==> config.mk <==
export PLATFORM = sky130hd
export DESIGN_NAME = fifo_arbiter
export DESIGN_NICKNAME = d
export VERILOG_FILES = /design/src/rtl/fifo_pkg.sv /design/src/rtl/fifo_rr_pick.sv /design/src/rtl/fifo_arbiter.sv
export SDC_FILE = /design/constraint.sdc
export NUM_CORES = 1
export LEC_CHECK = 0
export ABC_CLOCK_PERIOD_IN_PS = 8400
export CORE_ASPECT_RATIO = 0.7
export CORE_MARGIN = 5
export CORE_UTILIZATION = 23
export DETAILED_ROUTE_END_ITERATION = 16
export GPL_ROUTABILITY_DRIVEN = 0
export PLACE_DENSITY = 0.49
export SKIP_CTS_REPAIR_TIMING = 1
export SLEW_MARGIN = 10
export SYNTH_ARGS = -nofsm -noshare
export SYNTH_HDL_FRONTEND = slang
export SYNTH_SLANG_ARGS = --single-unit
==> constraint.sdc <==
create_clock -name clk -period 8.4 [get_ports clk]
set_input_delay 1.68 -clock clk [delete_from_list [all_inputs] [get_ports clk]]
set_output_delay 1.68 -clock clk [all_outputs]
set_load 0.01 [all_outputs]
==> src/rtl/fifo_pkg.sv <==
// Shared definitions for the 8-entry FIFO arbiter: op codes, sizing defaults
// and requester ring indices.
package fifo_pkg;

    localparam int DEPTH = 8;
    localparam int CNT_W = 4;

    localparam logic [2:0] OP_INIT     = 3'b000;
    localparam logic [2:0] OP_NO_OP    = 3'b001;
    localparam logic [2:0] OP_WRITE    = 3'b010;
    localparam logic [2:0] OP_WR_ERROR = 3'b011;
    localparam logic [2:0] OP_READ     = 3'b100;
    localparam logic [2:0] OP_RD_ERROR = 3'b101;

    localparam logic [1:0] IDX_W0 = 2'd0;
    localparam logic [1:0] IDX_W1 = 2'd1;
    localparam logic [1:0] IDX_RD = 2'd2;

endpackage

==> src/rtl/fifo_rr_pick.sv <==
// Round-robin picker over the ring W0 -> W1 -> RD -> W0: returns the first
// eligible requester strictly after the last granted one.
module fifo_rr_pick
    import fifo_pkg::*;
(
    input  logic [2:0] eligible,
    input  logic [1:0] last,
    output logic       found,
    output logic [1:0] winner
);

    // Scan the ring starting just after the last granted requester
    always_comb begin
        found  = |eligible;
        winner = IDX_W0;
        case (last)
            IDX_W0: begin
                if (eligible[1]) begin
                    winner = IDX_W1;
                end else if (eligible[2]) begin
                    winner = IDX_RD;
                end else begin
                    winner = IDX_W0;
                end
            end
            IDX_W1: begin
                if (eligible[2]) begin
                    winner = IDX_RD;
                end else if (eligible[0]) begin
                    winner = IDX_W0;
                end else begin
                    winner = IDX_W1;
                end
            end
            default: begin
                // RD, and the unused code 3 which behaves like RD
                if (eligible[0]) begin
                    winner = IDX_W0;
                end else if (eligible[1]) begin
                    winner = IDX_W1;
                end else begin
                    winner = IDX_RD;
                end
            end
        endcase
    end

endmodule

==> src/rtl/fifo_arbiter.sv <==
// Round-robin arbiter/sequencer for the shared FIFO: one operation per cycle,
// tracks occupancy so writes never hit a full FIFO and reads never an empty one.
module fifo_arbiter
    import fifo_pkg::*;
#(
    parameter int DEPTH_P = DEPTH,
    parameter int CNT_W_P = CNT_W
) (
    input  logic               clk,
    input  logic               reset,
    input  logic [1:0]         wr_req,
    input  logic               rd_req,
    output logic [1:0]         gnt_wr,
    output logic               gnt_rd,
    output logic               wr_en,
    output logic               rd_en,
    output logic               wr_sel,
    output logic [2:0]         op,
    output logic [CNT_W_P-1:0] data_count,
    output logic               full,
    output logic               empty
);

    localparam logic [CNT_W_P-1:0] DEPTH_C = CNT_W_P'(DEPTH_P);
    localparam logic [CNT_W_P-1:0] ZERO_C  = {CNT_W_P{1'b0}};
    localparam logic [CNT_W_P-1:0] ONE_C   = CNT_W_P'(1);

    logic [1:0]         last_r;
    logic               init_pend_r;
    logic               room_s;
    logic               avail_s;
    logic [2:0]         elig_s;
    logic               found_s;
    logic [1:0]         winner_s;
    logic [1:0]         nxt_gnt_wr_s;
    logic               nxt_gnt_rd_s;
    logic               nxt_sel_s;
    logic [2:0]         nxt_op_s;
    logic [CNT_W_P-1:0] nxt_count_s;
    logic [1:0]         nxt_last_s;

    assign room_s  = (data_count != DEPTH_C);
    assign avail_s = (data_count != ZERO_C);
    assign elig_s  = {rd_req & avail_s, wr_req[1] & room_s, wr_req[0] & room_s};

    fifo_rr_pick u_pick (
        .eligible (elig_s),
        .last     (last_r),
        .found    (found_s),
        .winner   (winner_s)
    );

    // Decide this cycle's operation from the pick and the registered count
    always_comb begin
        nxt_gnt_wr_s = 2'b00;
        nxt_gnt_rd_s = 1'b0;
        nxt_sel_s    = wr_sel;
        nxt_count_s  = data_count;
        nxt_last_s   = last_r;
        nxt_op_s     = OP_NO_OP;
        if (found_s) begin
            nxt_last_s = winner_s;
            case (winner_s)
                IDX_W0: begin
                    nxt_gnt_wr_s = 2'b01;
                    nxt_sel_s    = 1'b0;
                    nxt_count_s  = data_count + ONE_C;
                    nxt_op_s     = OP_WRITE;
                end
                IDX_W1: begin
                    nxt_gnt_wr_s = 2'b10;
                    nxt_sel_s    = 1'b1;
                    nxt_count_s  = data_count + ONE_C;
                    nxt_op_s     = OP_WRITE;
                end
                IDX_RD: begin
                    nxt_gnt_rd_s = 1'b1;
                    nxt_count_s  = data_count - ONE_C;
                    nxt_op_s     = OP_READ;
                end
                default: begin
                    nxt_last_s = last_r;
                    nxt_op_s   = OP_NO_OP;
                end
            endcase
        end else if ((|wr_req) && !room_s) begin
            nxt_op_s = OP_WR_ERROR;
        end else if (rd_req && !avail_s) begin
            nxt_op_s = OP_RD_ERROR;
        end else begin
            nxt_op_s = OP_NO_OP;
        end
    end

    // State and output registers; one INIT cycle follows reset release
    always_ff @(posedge clk) begin
        if (reset) begin
            last_r      <= IDX_RD;
            init_pend_r <= 1'b1;
            gnt_wr      <= 2'b00;
            gnt_rd      <= 1'b0;
            wr_en       <= 1'b0;
            rd_en       <= 1'b0;
            wr_sel      <= 1'b0;
            op          <= OP_INIT;
            data_count  <= ZERO_C;
            full        <= 1'b0;
            empty       <= 1'b1;
        end else if (init_pend_r) begin
            init_pend_r <= 1'b0;
            gnt_wr      <= 2'b00;
            gnt_rd      <= 1'b0;
            wr_en       <= 1'b0;
            rd_en       <= 1'b0;
            op          <= OP_INIT;
        end else begin
            last_r     <= nxt_last_s;
            gnt_wr     <= nxt_gnt_wr_s;
            gnt_rd     <= nxt_gnt_rd_s;
            wr_en      <= |nxt_gnt_wr_s;
            rd_en      <= nxt_gnt_rd_s;
            wr_sel     <= nxt_sel_s;
            op         <= nxt_op_s;
            data_count <= nxt_count_s;
            full       <= (nxt_count_s == DEPTH_C);
            empty      <= (nxt_count_s == ZERO_C);
        end
    end

endmodule

After elaboration in Yosys (flattened, before gate mapping). Index checks and enable logic that the tools add are counted.

Mux-type cells: 18. Bitwise operators: 5. Add/subtract/negate cells: 2. $mul: 0. Eq/ne operators: 5. Reduce and logical (&&, ||, !) cells: 18. $lt $le $gt $ge: 0. Div/mod/pow operators: 0. Shifts and indexed selects: 0.

Operators with widths (count): $mux 2 (6); $mux 3 (3); $reduce_or 3->1 (3); $pmux 2 s2 (2); $pmux 4 s2 (1); $reduce_or 2->1 (4); $pmux 3 s2 (1); $reduce_and 3->1 (2); $add 4x1->4 const B (1); $eq 2x1->1 const B (2); $eq 4x4->1 const B (1); $logic_not 2->1 (2); $logic_not 4->1 (1); $mux 4 (1); $ne 4x4->1 const B (1); $reduce_bool 4->1 (1); $sub 4x1->4 const B (1); $and 1x1->1 (3); $mux 1 (3); $eq 2x2->1 const B (1); $logic_and 1x1->1 (2); $logic_not 1->1 (2); $not 1->1 (2); $pmux 1 s2 (1); $reduce_bool 2->1 (1).

Bits of input ports: 5. Bits in writable memories: 0. ROM bits: 0. Bits in latches: 0. Word-level logic and storage cells: 58. Register bits after elaboration: 17. Output and inout port bits: 15. Memories: 0.

Longest topological paths before layout.
Depth in word-level cells: 10. Mapped depth: 12.

Modules after synthesis. From an unflattened synthesis, not the netlist that was laid out.

Cells, all modules: 91. Area, all modules: 829.5 µm².

By module, submodules not included: fifo_arbiter (times used 1, cells an instance 81, area an instance 773.2 µm², sequential area each 340.3 µm²); fifo_rr_pick (times used 1, cells an instance 10, area an instance 56.3 µm², sequential area each 0.0 µm²).

Worst setup path after synthesis. Ideal clock, no wire load.

Path kind: in2reg. Start point: input port wr_req[1]. End point: register empty. Setup time: 128 ps. Setup slack: 4461 ps. Cell stages on the path: 9. Required time: 8272 ps. Data arrival time: 3811 ps. Cell sequence: nor3b_2 -> o31ai_1 -> ha_1 -> a21o_1 -> a21oi_1 -> xor2_1 -> a221oi_2 -> xnor2_1 -> o31ai_2.

Cells in the longest elaborated chain, start to end: 9.

RTL lines: from (decl) (RTL line fifo_arbiter.sv:11) `input logic [1:0] wr_req,`; $and 1x1->1 * (RTL line fifo_arbiter.sv:44) `assign elig_s = {rd_req & avail_s, wr_req[1] & room_s, wr_req[0] & room_s};`; $mux 2 (RTL line fifo_rr_pick.sv:39) `end else if (eligible[1]) begin`; $mux 2 (RTL line fifo_rr_pick.sv:37) `if (eligible[0]) begin`; $pmux 2 s2 (RTL line fifo_rr_pick.sv:16) `case (last)`; $eq 2x1->1 / $logic_not 2->1 (equally long branches) (RTL line fifo_arbiter.sv:63) `case (winner_s)`; $reduce_or 2->1 (no line); $pmux 4 s2 (RTL line fifo_arbiter.sv:63); $mux 4 * (RTL line fifo_arbiter.sv:61) `if (found_s) begin`; $logic_not 4->1 * (RTL line fifo_arbiter.sv:126) `empty <= (nxt_count_s == ZERO_C);`; to (signal assigned) (RTL line fifo_arbiter.sv:126); to (decl) (RTL line fifo_arbiter.sv:21) `output logic empty`.

Every way passes the cells marked *; elsewhere a longest branch is shown, timed or not. A chain may end at the register's enable or synchronous reset.

Worst setup path in the final report. Ends and elaborated chain as after synthesis.

==> impl_metrics.yaml <==
placed_design:
  dp.cells: 156
  portBuffers: 19
  dp_hpwl_um: 1480
  pre_cts_ws_ps: 3650
synthesis:
  async_flop_share_pct: 0
  synth_cells: 91
  yosysUniqueCellTypes: 38
  ys_seq_area_share_pct: 38.7
  ys.warnings.count: 0
  yosysTopAreaCell: "dfxtp_1"
  ys.flop_type: "dfxtp_1"
  synthTopCellsByArea: "dfxtp_1, mux2i_1, a21oi_1"
  yosysTopAreaCellShare_pct: 38.7
  synth_area_per_cell_um2: 9.65
  synth_area_um2: 878
  syn-num-nets: 99
  synth_edf_count: 0
  ys_seq_elements: 17
setup_path:
  worstReg2RegStart: "data_count[3]"
  worst_setup_path_start_kind: "input port"
  ff2ff_setup_slack_ps: 5000
  worstPathArrival_ps: 4650
  path_class: "in -> reg"
  cp_max_fo: 5
  required_ps: 8570
  reg2regPathDepth: 10
  worstSetupEndpointType: "flop"
  worstReg2RegEnd: "empty"
routing:
  drc: 0
  dr_wl_met3_um: 124
  routed_via_density: 4.48
  wl_met2_um: 715
  drtPass1Iterations: 4
  dr.max_layer_used: "met4"
  wl_per_cell_um: 12.0
  ant_nets: 0
  drtIter0Drc: 96
  totalWireLength_um: 1910
  vias: 717
  m1WireLength_um: 1050
grt:
  grt_usage_pct: 7.85
  grt_max_degree: 13
  grt_pass1_vias: 647
  grt_overflow: 0
  antenna_found_initial: 0
  grt_pass1_wl_um: 3110
timing:
  fin_skew_ps: 2.54
  fmax_ghz: 0.223
  rsz0062_at_grt: "false"
  slew_headroom_pct: 56.4
  tns_ps: 0
  finalCritPeriodShare_pct: 53.4
  setup_ws_ps: 3910
  setup_viol: 0
  worst_slew_pin_slew_ps: 648
  maxSlewViolCount: 0
  final_hold_viol_count: 0
  min_period_ps: 4490
cells_and_area:
  antenna_cells: 0
  drive_gt1_share_pct: 10.9
  final_nets: 119
  register_area_um2: 340
  syn2layout_area_growth_pct: 30.9
  multi_input_area_um2: 508
  num-fill-cells: 396
  finalNonFillerCells: 160
hold_path:
  holdPathStages: 2
  hold_end: "empty"
  worstHoldStart: "empty"
  min_path_type: "reg -> reg"
floorplan:
  num_rows: 18
  io_pins: 20
  die_area_mm2: 0.00517
  core_area_mm2: 0.00360
  die_h_um: 61.7
  die_w_um: 83.9
  initial_core_util_pct: 24.4
cts:
  cts_root_buf: "clkbuf_8"
  cts_tree: "yes"
  insertion_delay_ps: 250
  htree_levels: 1
  clockBufferDepth: 2
  cts_sinks: 17
  numCtsBuffers: 3
  path_clk_slew_ps: 60
pwr:
  ir_drop_mv: 0.0487
  power_density_mw_per_mm2: 215
  cellLeakagePower_uw: 0.000427
outcome:
  status: "finished clean"
run:
  max_cap_viol_count: 0
## layout make-up
type,instances,area share [%]
repair buffers,19,16.5
clock buffers,4,3.92
well taps,50,5.44
flip-flops and latches,17,29.6
inverters,1,0.326
multi-input cells,69,44.2
## cell usage after synthesis, types with 2 or more instances
cell,number
o31ai_1,2
a21oi_1,7
nand2b_1,2
ha_1,2
o21ai_0,4
dfxtp_1,17
or3_1,2
nand2_1,8
nor2_1,8
mux2i_1,4
clkbuf_1,2
o21ai_1,2
nand4b_1,2
nor3_1,2
and3_1,2
xnor2_1,3
## stage by stage
step | instance area (um2) | hold WS (ps) | util [%] | total power (uW)
final | 1150 | 482 | 31.9 | 247
after global routing | 1150 | 531 | 31.9 | 264
after CTS | 1150 | 488 | 31.9 | 251
after detailed placement | 1100 | 473 | 30.7 | 189
after global placement | 1100 | 465 | 30.7 | 189
after floorplan | 878 | 461 | - | 161
## flip-flops by register name (all words and copies together), names as in the netlist
name	flops
data_count	4
op	3
gnt_wr	2
last_r	2
empty	1
full	1
init_pend_r	1
rd_en	1
wr_en	1
wr_sel	1
## power by group
| part | internal [uW] | switching [uW] |
|---|---|---|
| sequential | 89.6 | 14.3 |
| clock | 33.6 | 26.3 |
| combinational | 42.7 | 40.3 |
| total | 166 | 80.8 |
## worst max path at each step
stage / cells past startpoint / startpoint / to / slack [ps]
final: 10 / wr_req[1] / empty / 3910
after global routing: 10 / wr_req[1] / empty / 3620
after floorplan: 9 / wr_req[1] / empty / 4460
after detailed placement: 10 / wr_req[1] / empty / 3650
after CTS: 10 / wr_req[1] / empty / 3900
after global placement: 10 / wr_req[1] / empty / 3730
## cell usage in the layout, fill, tap and decap left out, types with 3 or more instances in the layout
cell	netlist	layout
o21ai_0	4	4
dfxtp_1	17	17
clkdlybuf4s50_1	0	19
nor2_1	8	8
nand2_1	8	8
a21oi_1	7	7
xnor2_1	3	3
clkbuf_8	0	3
mux2i_1	4	4
## metal layers
metal	vias up	global-route usage (%)
met5	-	0
met4	0	2.75
met3	4	3.56
met2	20	11.3
met1	324	10.5
li1	369	-
## worst max-delay path, cell delays in order
cell and delay [ps]:
clkdlybuf4s50_1 490, nor3b_2 230, o31ai_1 600, ha_1 350, a21o_1 170, a21oi_1 310
xor2_1 130, a221oi_2 410, xnor2_1 120, o31ai_2 170
## logic make-up after synthesis
group / Yosys count / share of synthesized area [%]
and+or+nand+nor: 33 / 22.1
xor gates and xnor gates: 4 / 3.99
adders and majority gates: 3 / 5.13
AOI/OAI and AO/OA: 24 / 20.8
buffers and inverters: 5 / 3.42
DFF: 17 / 38.7
muxes: 5 / 5.84
No activity file was read; power rests on OpenSTA's default activity.
==> patch, RTL diff (config.mk and constraints unchanged) <==
The package constant `CNT_W` goes from 4 to 6.
--- a/src/rtl/fifo_pkg.sv
+++ b/src/rtl/fifo_pkg.sv
@@ -4,5 +4,5 @@
 
     localparam int DEPTH = 8;
-    localparam int CNT_W = 4;
+    localparam int CNT_W = 6;
 
     localparam logic [2:0] OP_INIT     = 3'b000;
Ports: changed (resized data_count); port bits go from 20 to 22. The function was not compared with the original's and may differ.
==> patch against the original RTL <==
  * Synthesized area increased by 17%
  * Clock skew is 0.0032 ns higher
  * Routed wire length up 31%
  * Total power increased by 42%
  * Largest cell class unchanged
  * Sequential cell count rose by 2
  * Cell count rose by 19%
  * Sequential share of layout area shrank 1.2 points
  * Design area increased by 17%
  * Setup slack better by 0.22 ns
==> patch: results (changes against the original RTL) <==
Timing:
- The remaining max-slew budget at the tightest pin came to 55.5% (was 56.4%).

Synth:
- The mean post-synth cell area is 9.03 sq um (was 9.65 sq um).
- Most used standard cells in the synthesized netlist: 19 x sky130_fd_sc_hd__dfxtp_1, 10 x sky130_fd_sc_hd__a21oi_1, 10 x sky130_fd_sc_hd__nor2_1 (was 17 x sky130_fd_sc_hd__dfxtp_1, 8 x sky130_fd_sc_hd__nand2_1, 8 x sky130_fd_sc_hd__nor2_1).
- The net count after synthesis is 124 (was 99).
- Largest cells by area after synthesis: sky130_fd_sc_hd__dfxtp_1 37%, sky130_fd_sc_hd__a21oi_1 4.9%, sky130_fd_sc_hd__ha_1 4.9% (was sky130_fd_sc_hd__dfxtp_1 39%, sky130_fd_sc_hd__mux2i_1 4.6%, sky130_fd_sc_hd__a21oi_1 4.0%).

Power and ir drop:
- The static leakage was 0.519 nW (was 0.427 nW).
- The highest ir drop seen on vdd is 0.0901 mV (was 0.0487 mV).

Finish:
- The net count of the finished layout was 147 (was 119).
- The utilization of the core after routing is 31.0% (was 31.9%).
- The fill cell total of the finished layout is 446 (was 396).
- The share of post-route cells with drive strength above 1 is 9.56% (was 10.9%).
- Largest registers: data_count (6), op (3) (was data_count (4), op (3)).

Place:
- The setup slack after placement is 3.91 ns (was 3.65 ns).
- The area of placed instances is 0.00130 sq mm (was 0.00110 sq mm).
- The number of placed instances, taps included was 187 (was 156).
- The number of port buffers is 21 (was 19).
- The detailed-placement wirelength estimate was 1.94 mm (was 1.48 mm).

Worst setup path:
- The master of the slowest instance on the critical path is sky130_fd_sc_hd__clkdlybuf4s50_1 (was sky130_fd_sc_hd__o31ai_1).
- The biggest cell delay along the critical path is 0.67 ns (was 0.60 ns).
- The top fanout value on the critical path is 7 (was 5).

Outcome:
- Result of the run: finished clean (unchanged).

Route:
- The wire length the detailed router placed on met1 is 1.28 mm (was 1.05 mm).
- The average wire length per cell after detail routing was 13.1 microns (was 12.0 microns).
- The met3 routed wirelength is 164 microns (was 124 microns).
- The met2 wirelength from detailed routing is 1.03 mm (was 715 microns).
- The aggregate routed wire length is 2.50 mm (was 1.91 mm).

Global routing:
- The largest net degree at the start of global routing is 17 (was 13).
- The number of global-route vias before repair was 803 (was 647).
-- patch: layer usage --
layer | vias to the layer above | track usage [%]
li1 | 445 | -
met1 | 414 | 11.6
met2 | 17 | 12.9
met3 | 4 | 4.55
met4 | 0 | 1.67
met5 | - | 0
-- patch: cell families (layout without fill, tap and decap cells) --
| logic type | count (synthesis) | after routing | synth area share [%] |
|---|---|---|---|
| buffers and inverters | 12 | 34 | 5.10 |
| DFF | 19 | 19 | 36.9 |
| muxes | 3 | 3 | 2.92 |
| AOI/OAI and AO/OA | 26 | 26 | 16.9 |
| xor gates and xnor gates | 6 | 6 | 5.83 |
| adders and majority gates | 5 | 5 | 6.80 |
| and+or+nand+nor | 43 | 43 | 25.5 |
-- patch: tightest hold or removal path, stage by stage (launching register included) --
cell,delay [ns]
sky130_fd_sc_hd__dfxtp_1,0.32
sky130_fd_sc_hd__nand2_1,0.05
sky130_fd_sc_hd__a21oi_1,0.05
-- patch: path summary, 6_finish.rpt --
kind,start,endpoint,slack [ns],depth (start not counted)
setup / recovery,rd_req,empty,4.14,13
hold / removal,wr_sel,wr_sel,0.46,2
setup reg to reg,data_count[0],empty,5.44,12
hold reg to reg,wr_sel,wr_sel,0.46,2
-- patch: report_power, final --
part | switching, mW | leakage [nW] | internal, mW | total (mW)
clock | 0.0297 | 0.0228 | 0.0337 | 0.0634
sequential | 0.0175 | 0.156 | 0.104 | 0.122
combinational | 0.0822 | 0.340 | 0.0821 | 0.164
total | 0.129 | 0.519 | 0.220 | 0.350
-- patch: cell type report --
| cell class | count | share of cell area, % |
|---|---|---|
| sequential | 19 | 28.4 |
| multi-input combinational | 83 | 44.5 |
| timing repair buffer | 22 | 16.2 |
| tap | 55 | 5.13 |
| clock buffer | 4 | 3.36 |
| inverter | 8 | 2.43 |
